$ cat src/rtl/muldiv_iter.sv
// Iterative multiply/divide unit for MULT/MULTU/DIV/DIVU.
// Retires BPC result bits per CALC cycle. All outputs come straight from flops.
module muldiv_iter #(
    parameter int unsigned WIDTH = 32,
    parameter int unsigned BPC   = 1
) (
    input  logic             clk_i,
    input  logic             rst_i,
    input  logic             flush_i,
    input  logic             start_i,
    input  logic [1:0]       op_i,
    input  logic [WIDTH-1:0] opa_i,
    input  logic [WIDTH-1:0] opb_i,
    output logic             busy_o,
    output logic             ready_o,
    output logic [WIDTH-1:0] result_hi_o,
    output logic [WIDTH-1:0] result_lo_o,
    output logic             div_by_zero_o
);

    localparam int unsigned N    = WIDTH / BPC;
    localparam int unsigned CntW = $clog2(N + 1);

    typedef enum logic [2:0] {StIdle, StPrep, StCalc, StFixup, StDone} state_e;

    state_e             state_q, state_d;
    logic [1:0]         op_q, op_d;
    logic [WIDTH-1:0]   a_q, a_d;
    logic [WIDTH-1:0]   b_q, b_d;
    logic [2*WIDTH-1:0] acc_q, acc_d;
    logic               sa_q, sa_d;
    logic               sb_q, sb_d;
    logic [CntW-1:0]    cnt_q, cnt_d;
    logic               busy_q, busy_d;
    logic               ready_q, ready_d;
    logic               dbz_q, dbz_d;
    logic [WIDTH-1:0]   res_hi_q, res_hi_d;
    logic [WIDTH-1:0]   res_lo_q, res_lo_d;

    logic [WIDTH-1:0]   abs_a, abs_b;
    logic [2*WIDTH-1:0] step_acc;
    logic [WIDTH:0]     shifted, sum;
    logic               ge;
    logic [2*WIDTH-1:0] prod_fix;
    logic [WIDTH-1:0]   quo_fix, rem_fix;

    // abs(MIN) wraps to MIN, which read unsigned is exactly 2^(W-1).
    assign abs_a = (op_q[0] && a_q[WIDTH-1]) ? -a_q : a_q;
    assign abs_b = (op_q[0] && b_q[WIDTH-1]) ? -b_q : b_q;

    assign prod_fix = (sa_q ^ sb_q) ? -acc_q : acc_q;
    assign quo_fix  = (sa_q ^ sb_q) ? -acc_q[WIDTH-1:0] : acc_q[WIDTH-1:0];
    assign rem_fix  = sa_q ? -acc_q[2*WIDTH-1:WIDTH] : acc_q[2*WIDTH-1:WIDTH];

    // acc holds {partial, multiplier} for MUL and {remainder, dividend/quotient} for DIV.
    always_comb begin
        step_acc = acc_q;
        shifted  = '0;
        sum      = '0;
        ge       = 1'b0;
        for (int i = 0; i < int'(BPC); i++) begin
            if (op_q[1]) begin
                shifted  = {step_acc[2*WIDTH-1:WIDTH], step_acc[WIDTH-1]};
                ge       = shifted >= {1'b0, b_q};
                step_acc = {(ge ? shifted[WIDTH-1:0] - b_q : shifted[WIDTH-1:0]),
                            step_acc[WIDTH-2:0], ge};
            end else begin
                sum      = {1'b0, step_acc[2*WIDTH-1:WIDTH]} +
                           (step_acc[0] ? {1'b0, a_q} : '0);
                step_acc = {sum, step_acc[WIDTH-1:1]};
            end
        end
    end

    always_comb begin
        state_d  = state_q;
        op_d     = op_q;
        a_d      = a_q;
        b_d      = b_q;
        acc_d    = acc_q;
        sa_d     = sa_q;
        sb_d     = sb_q;
        cnt_d    = cnt_q;
        dbz_d    = dbz_q;
        res_hi_d = res_hi_q;
        res_lo_d = res_lo_q;

        unique case (state_q)
            StIdle: begin
                if (start_i) begin
                    state_d = StPrep;
                    op_d    = op_i;
                    a_d     = opa_i;
                    b_d     = opb_i;
                end
            end
            StPrep: begin
                sa_d  = op_q[0] & a_q[WIDTH-1];
                sb_d  = op_q[0] & b_q[WIDTH-1];
                a_d   = abs_a;
                b_d   = abs_b;
                cnt_d = '0;
                if (op_q[1] && (b_q == '0)) begin
                    state_d  = StDone;
                    res_hi_d = a_q;
                    res_lo_d = '1;
                    dbz_d    = 1'b1;
                end else begin
                    state_d = StCalc;
                    acc_d   = {{WIDTH{1'b0}}, (op_q[1] ? abs_a : abs_b)};
                end
            end
            StCalc: begin
                acc_d = step_acc;
                cnt_d = cnt_q + 1'b1;
                if (cnt_q == CntW'(N - 1)) begin
                    state_d = StFixup;
                end
            end
            StFixup: begin
                state_d = StDone;
                dbz_d   = 1'b0;
                if (op_q[1]) begin
                    res_hi_d = rem_fix;
                    res_lo_d = quo_fix;
                end else begin
                    res_hi_d = prod_fix[2*WIDTH-1:WIDTH];
                    res_lo_d = prod_fix[WIDTH-1:0];
                end
            end
            StDone: begin
                state_d = StIdle;
            end
            default: begin
                state_d = StIdle;
            end
        endcase

        // An annulled op must leave the visible results untouched.
        if (flush_i) begin
            state_d  = StIdle;
            dbz_d    = dbz_q;
            res_hi_d = res_hi_q;
            res_lo_d = res_lo_q;
        end

        busy_d  = (state_d != StIdle);
        ready_d = (state_d == StDone);
    end

    always_ff @(posedge clk_i) begin
        if (rst_i) begin
            state_q  <= StIdle;
            op_q     <= '0;
            a_q      <= '0;
            b_q      <= '0;
            acc_q    <= '0;
            sa_q     <= 1'b0;
            sb_q     <= 1'b0;
            cnt_q    <= '0;
            busy_q   <= 1'b0;
            ready_q  <= 1'b0;
            dbz_q    <= 1'b0;
            res_hi_q <= '0;
            res_lo_q <= '0;
        end else begin
            state_q  <= state_d;
            op_q     <= op_d;
            a_q      <= a_d;
            b_q      <= b_d;
            acc_q    <= acc_d;
            sa_q     <= sa_d;
            sb_q     <= sb_d;
            cnt_q    <= cnt_d;
            busy_q   <= busy_d;
            ready_q  <= ready_d;
            dbz_q    <= dbz_d;
            res_hi_q <= res_hi_d;
            res_lo_q <= res_lo_d;
        end
    end

    assign busy_o        = busy_q;
    assign ready_o       = ready_q;
    assign result_hi_o   = res_hi_q;
    assign result_lo_o   = res_lo_q;
    assign div_by_zero_o = dbz_q;

endmodule

$ cat config.mk
export PLATFORM = sky130hd
export DESIGN_NAME = muldiv_iter
export DESIGN_NICKNAME = d
export VERILOG_FILES = /design/src/rtl/muldiv_iter.sv
export SDC_FILE = /design/constraint.sdc
export NUM_CORES = 1
export LEC_CHECK = 0
export CAP_MARGIN = 20
export CORE_MARGIN = 4
export CORE_UTILIZATION = 55
export DETAILED_ROUTE_END_ITERATION = 8
export PLACE_DENSITY = 0.83
export SLEW_MARGIN = 5
export SYNTH_ARGS = -nofsm -noshare
export SYNTH_HDL_FRONTEND = slang
export SYNTH_SLANG_ARGS = --single-unit
export TNS_END_PERCENT = 1
$ cat constraint.sdc
create_clock -name clk_i -period 3.5 [get_ports clk_i]
set_clock_uncertainty 0.05 [all_clocks]
set_input_delay 0.7 -clock clk_i [delete_from_list [all_inputs] [get_ports clk_i]]
set_output_delay 0.7 -clock clk_i [all_outputs]
set_load 0.1 [all_outputs]
==> Word level (Yosys, flattened, before mapping) <==
Cells that the tools add are included.
{ "classes": {"n_addsub": 8, "n_eq_ne": 8, "muxes": 29, "order_cmp": 1, "bitwise_logic": 4, "reduce_logical": 13} }
{ "op_table": {"columns": ["operator", "n"], "rows": [
  ["two-way mux 32 bit", 13],
  ["one-hot mux 32 bit (2 select lines)", 4],
  ["two-way mux 64 bit", 3],
  ["negator 32 bit", 4],
  ["one-hot mux 64 bit (2 select lines)", 1],
  ["negator 64 bit", 1],
  ["adder 32 x 32 -> 33 bit", 1],
  ["greater-or-equal comparator 33 x 32 -> 1 bit", 1],
  ["zero test 32 bit", 1],
  ["subtractor 32 bit", 1],
  ["two-way mux 3 bit", 4],
  ["one-hot mux 3 bit (4 select lines)", 1],
  ["one-hot mux 6 bit (2 select lines)", 1],
  ["adder 6 x 1 -> 6 bit, second input constant", 1],
  ["== test 3 x 2 -> 1 bit, second input constant", 2],
  ["== test 6 x 5 -> 1 bit, second input constant", 1],
  ["!= test 2 bit, second input constant", 3],
  ["AND reduction 2 bit", 3],
  ["nonzero test 2 bit", 3],
  ["== test 3 x 1 -> 1 bit, second input constant", 1],
  ["== test 3 bit, second input constant", 1],
  ["logical AND 1 bit", 3],
  ["zero test 3 bit", 1],
  ["AND reduction 3 bit", 1],
  ["6 further kinds", 7]
]} }
{ "word_totals": {"wordCells": 76, "reg_bits": 208} }

==> Depth between registers and ports, before layout <==
{ "logic_depth": {"word_depth": 6, "depth_mapped": 15, "mapped_depth_nobuf": 14} }

==> Worst setup path before layout <==
OpenSTA, ideal clock, no wires.
{ "synth_path": {"path_type": "flip-flop to flip-flop", "from": "reg b_q[7]", "to": "reg acc_q[55]", "setup_time_ps": 117, "path_slack_ps": 312, "path_buffers": 2, "stages_incl_launch_ff": 13, "t_arrival_ps": 3020, "cell_sequence": "dfxtp_1 -> inv_1 -> ha_1 -> clkbuf_1 -> a21o_1 -> a21oi_1 -> o21ai_0 -> o311ai_0 -> nand2_1 -> a211oi_2 -> clkbuf_1 -> o211ai_1 -> a32o_1"} }
{ "synth_via": {"elab_chain_len": 4, "word_cells_on_any_way": 9, "cone_classes": "1 x add/sub; 1 x order compare; 1 x eq/ne; 3 x mux; 3 x reduce/logical"} }
{ "synth_rtl": {"columns": ["element", "line_no", "text"], "rows": [
  ["start: declaration", "29", "logic [WIDTH-1:0] b_q, b_d;"],
  ["start signal: assignment", "156", "b_q <= '0;"],
  ["start signal: assignment", "170", "b_q <= b_d;"],
  ["subtractor 32 bit, or another cell as far along", "65", "step_acc = {(ge ? shifted[WIDTH-1:0] - b_q : shifted[WIDTH-1:0]),"],
  ["two-way mux 32 bit or logical AND 1 bit (tied branches)", "65, 103", null],
  ["two-way mux 64 bit or != test 2 bit (tied branches)", null, null],
  ["one-hot mux 64 bit (2 select lines) or AND reduction 2 bit (tied branches)", null, null],
  ["end signal: assignment", "157", "acc_q <= '0;"],
  ["end signal: assignment", "171", "acc_q <= acc_d;"],
  ["end: declaration", "30", "logic [2*WIDTH-1:0] acc_q, acc_d;"]
]} }
Parallel ways exist; a longest one is shown, timed or not.
A chain may end at the register's enable or synchronous reset.

==> Worst setup path in the final report <==
{ "layout_path": {"from": "reg b_q[26]", "to": "reg acc_q[55]"} }
{ "layout_via": {"elab_chain_len": 4, "word_cells_on_any_way": 8, "cone_classes": "1 x order compare; 1 x eq/ne; 3 x mux; 3 x reduce/logical"} }
{ "layout_rtl": {"columns": ["element", "line_no"], "rows": [
  ["greater-or-equal comparator 33 x 32 -> 1 bit or zero test 32 bit (tied branches)", "64, 103"],
  ["two-way mux 32 bit or logical AND 1 bit (tied branches)", "65, 103"],
  ["two-way mux 64 bit or != test 2 bit (tied branches)", null],
  ["one-hot mux 64 bit (2 select lines) or AND reduction 2 bit (tied branches)", null]
]} }
Parallel ways exist; a longest one is shown, timed or not.

==> out/metrics.yaml <==
setup_path:
  path_cells: "inv_1 > ha_1 > nand4_1 > nor4_1 > nand2_1 > and3_1 > a211oi_1 > buf_4 > a211oi_4 > buf_12 > nand2_1 > o211ai_1 > a32o_1"
  cp_slowest_cell: "ha_1"
  cpPeakStageDelay_ns: 0.41
  endpoint_kind: "register"
  crit_top_cell: "nand2_1"
  cp_max_fo: 28
  arrival_ns: 3.72
  critical_path_class: "reg2reg"
  worstPathRequired_ns: 3.86
  critPathLaunchType: "register"
global_routing:
  busiest_layer: "met2"
  gr-usage-met3_pct: 9.29
  grt_pass1_wl_mm: 94.4
  antenna_found_initial: 0
  grt_max_degree: 108
  grtUsageMet1_pct: 47.3
  grtUsageMet2_pct: 59.6
  grt_pass1_vias: 16768
  grt_util_all_layers_pct: 37.9
  gr-total-overflow: 0
power:
  p_sw_share_pct: 33.7
  p_total_mw: 6.99
  power_switching_mw: 2.36
  power_density_nw_per_um2: 369
  p_leak_nw: 7.49
  power_frac_comb_pct: 25.6
  pwr-share-seq_pct: 37.3
  ir_drop_uv: 406
  pwr-share-clk_pct: 37.1
  p_int_mw: 4.63
run_status:
  status: "finished clean"
layout:
  post-route-util_pct: 67.4
  nNetsFinal: 2405
  synthToLayoutAreaGrowth_pct: 19.7
  antenna_cells: 0
  drive_gt1_share_pct: 11.2
  fin_area_um2: 18900
  final_cell_mix: "nor2_1 (279), dfxtp_1 (207), a21oi_1 (195), nand2_1 (177), buf_4 (161)"
  layout_commonest_cell: "nor2_1"
synth:
  synth-seq-cells: 208
  syn-cell-area_um2: 15800
  netlist_top_cells_area: "dfxtp_1 (26%), nor2_1 (6.7%), a21oi_1 (6.2%)"
  synth_flop_cell: "dfxtp_1"
  synth_cell_type_count: 75
  synth_nets: 2260
  seq_area_frac_synth_pct: 26.3
  synth-edff-count: 0
  ys_warn_count: 0
  avgSynthCellArea_um2: 7.46
  async_reset_ff_share_pct: 0
  postSynthCellCount: 2119
  synth_top_area_share_pct: 26.3
  synth_top_area_cell: "dfxtp_1"
sta:
  rsz0062_at_grt: "yes"
  hold_ws_ns: 0.406
  period_share_pct: 95.9
  setup_viol: 0
  relSlewSlack_pct: 25.8
  maxSlewViolCount: 0
  fin_crit_ns: 3.35
  final_hold_viol_count: 0
  tightest_slew_ns: 1.11
  tns_ns: 0
  max_freq_ghz: 0.298
placed_design:
  place.gp.congestion: 1.02
  place_area_um2: 18100
  port_buffers: 136
  hpwlAfterDp_mm: 47.6
clock_network:
  cts.sinks: 208
  cts_buffer_depth: 3
  cts_buffers: 25
  cts_tree: "built"
  postCtsHoldBufs: 0
  cts_root_buffer: "clkbuf_16"
  clk_pin_slew_worst_paths_ns: 0.06
  htreeDepth: 1
  clk_latency_ns: 0.53
drt:
  routedWlPerCell_um: 23.5
  drtAntennaViolNets: 0
  drt_iter0_drc: 2503
  drt_first_pass_iters: 7
  vias: 17973
  via_per_inst: 6.76
  wirelength_mm: 62.5
  drc: 0
floorplanning:
  die-height_um: 178
  die_x_um: 178
  dieArea_um2: 31500
  coreArea_um2: 28100
  num_rows: 61
  io_pins: 137
  initial_core_util_pct: 56.3
run:
  maxCapViolCount: 0
min_path:
  hold_path_class: "reg2reg"
## per-layer routing
metal  vias to the layer above  wire (µm)
met4                         0       4690
met2                      1226      27000
met1                      8392      23300
met3                       275       7530
met5                         -          0
li1                       8080          -
## critical path, delay by kind of cell (launching register included)
family / cells / cell delay [ns]
AOI/OAI and AO/OA: 4 / 0.79
DFF: 1 / 0.37
and+or+nand+nor: 5 / 1.06
buffers and inverters: 3 / 0.53
adders and majority gates: 1 / 0.41
## flip-flops by register name (all words and copies together), names as in the netlist
| name | cells |
|---|---|
| sb_q | 1 |
| busy_o | 1 |
| cnt_q | 6 |
| b_q | 32 |
| op_q | 2 |
| result_lo_o | 32 |
| state_q | 3 |
| result_hi_o | 32 |
| div_by_zero_o | 1 |
| ready_o | 1 |
| sa_q | 1 |
| acc_q | 64 |
| a_q | 32 |
## through the flow
| stage | setup slack, ns | cells |
|---|---|---|
| finish | 0.145 | 2659 |
| floorplan | 0.312 | 2119 |
| global placement | 0.162 | 2614 |
| CTS | 0.0689 | 2659 |
| detailed placement | 0.0189 | 2614 |
| global route | -0.0365 | 2659 |
## final timing paths
kind                                                    from                            to  slack (ns)  cells after the start
worst max register to register          b_q[26]$_SDFFE_PP0P_        acc_q[55]$_SDFFE_PP0P_        0.15                     13
worst min register to register  result_hi_o[22]$_SDFFE_PP0P_  result_hi_o[22]$_SDFFE_PP0P_        0.41                      2
worst max-delay path                    b_q[26]$_SDFFE_PP0P_        acc_q[55]$_SDFFE_PP0P_        0.15                     13
worst min-delay path            result_hi_o[22]$_SDFFE_PP0P_  result_hi_o[22]$_SDFFE_PP0P_        0.41                      2
## kinds of logic after synthesis
| group | synth area share, % |
|---|---|
| DFF | 26.3 |
| muxes | 2.84 |
| AOI/OAI and AO/OA | 28.6 |
| xor gates and xnor gates | 9.48 |
| adders and majority gates | 5.72 |
| buffers and inverters | 5.48 |
| and+or+nand+nor | 21.5 |
## power by group through the flow
stage | combinational [mW] | sequential (mW) | clock [mW]
final | 1.79 | 2.61 | 2.59
after global routing | 1.88 | 2.62 | 2.68
after global placement | 1.68 | 2.64 | 0
after floorplan | 0.963 | 2.75 | 0
after detailed placement | 1.71 | 2.65 | 0
after CTS | 1.72 | 2.60 | 2.58
## final cells by class
cell class | count | area (µm²)
sequential | 208 | 4170
fill | 2373 | 9170
inverter | 68 | 255
clock inverter | 4 | 27.5
tap | 378 | 473
clock buffer | 40 | 782
timing repair buffer | 272 | 2370
multi-input combinational | 1689 | 10800
## Yosys cell counts (9+ instances only)
library cell,n
and2_1,34
a21oi_1,195
dfxtp_1,208
inv_1,68
o211ai_1,15
nand2b_1,22
o31ai_1,18
buf_1,14
or2_2,9
a222oi_1,15
a31oi_1,28
nand3_1,28
nand4_1,24
nor2_1,283
xnor2_1,107
nand2_1,177
a22oi_1,33
or4_1,9
o21a_1,11
o221ai_1,17
nor4_1,17
a211oi_1,32
o21bai_1,9
o21ai_0,140
a221oi_1,22
nor3_1,67
buf_2,14
or3_1,16
o41ai_1,14
mux2i_1,19
mux4_2,10
a311oi_1,41
a21o_1,19
clkbuf_1,124
xor2_1,64
ha_1,69
and3_1,16
## what timing repair did
action,in CTS,in global routing
pin swaps,1,0
resized for setup,0,7
buffers inserted,1,0
setup endpoints to repair,1,29
No activity file was read; power rests on OpenSTA's default activity.
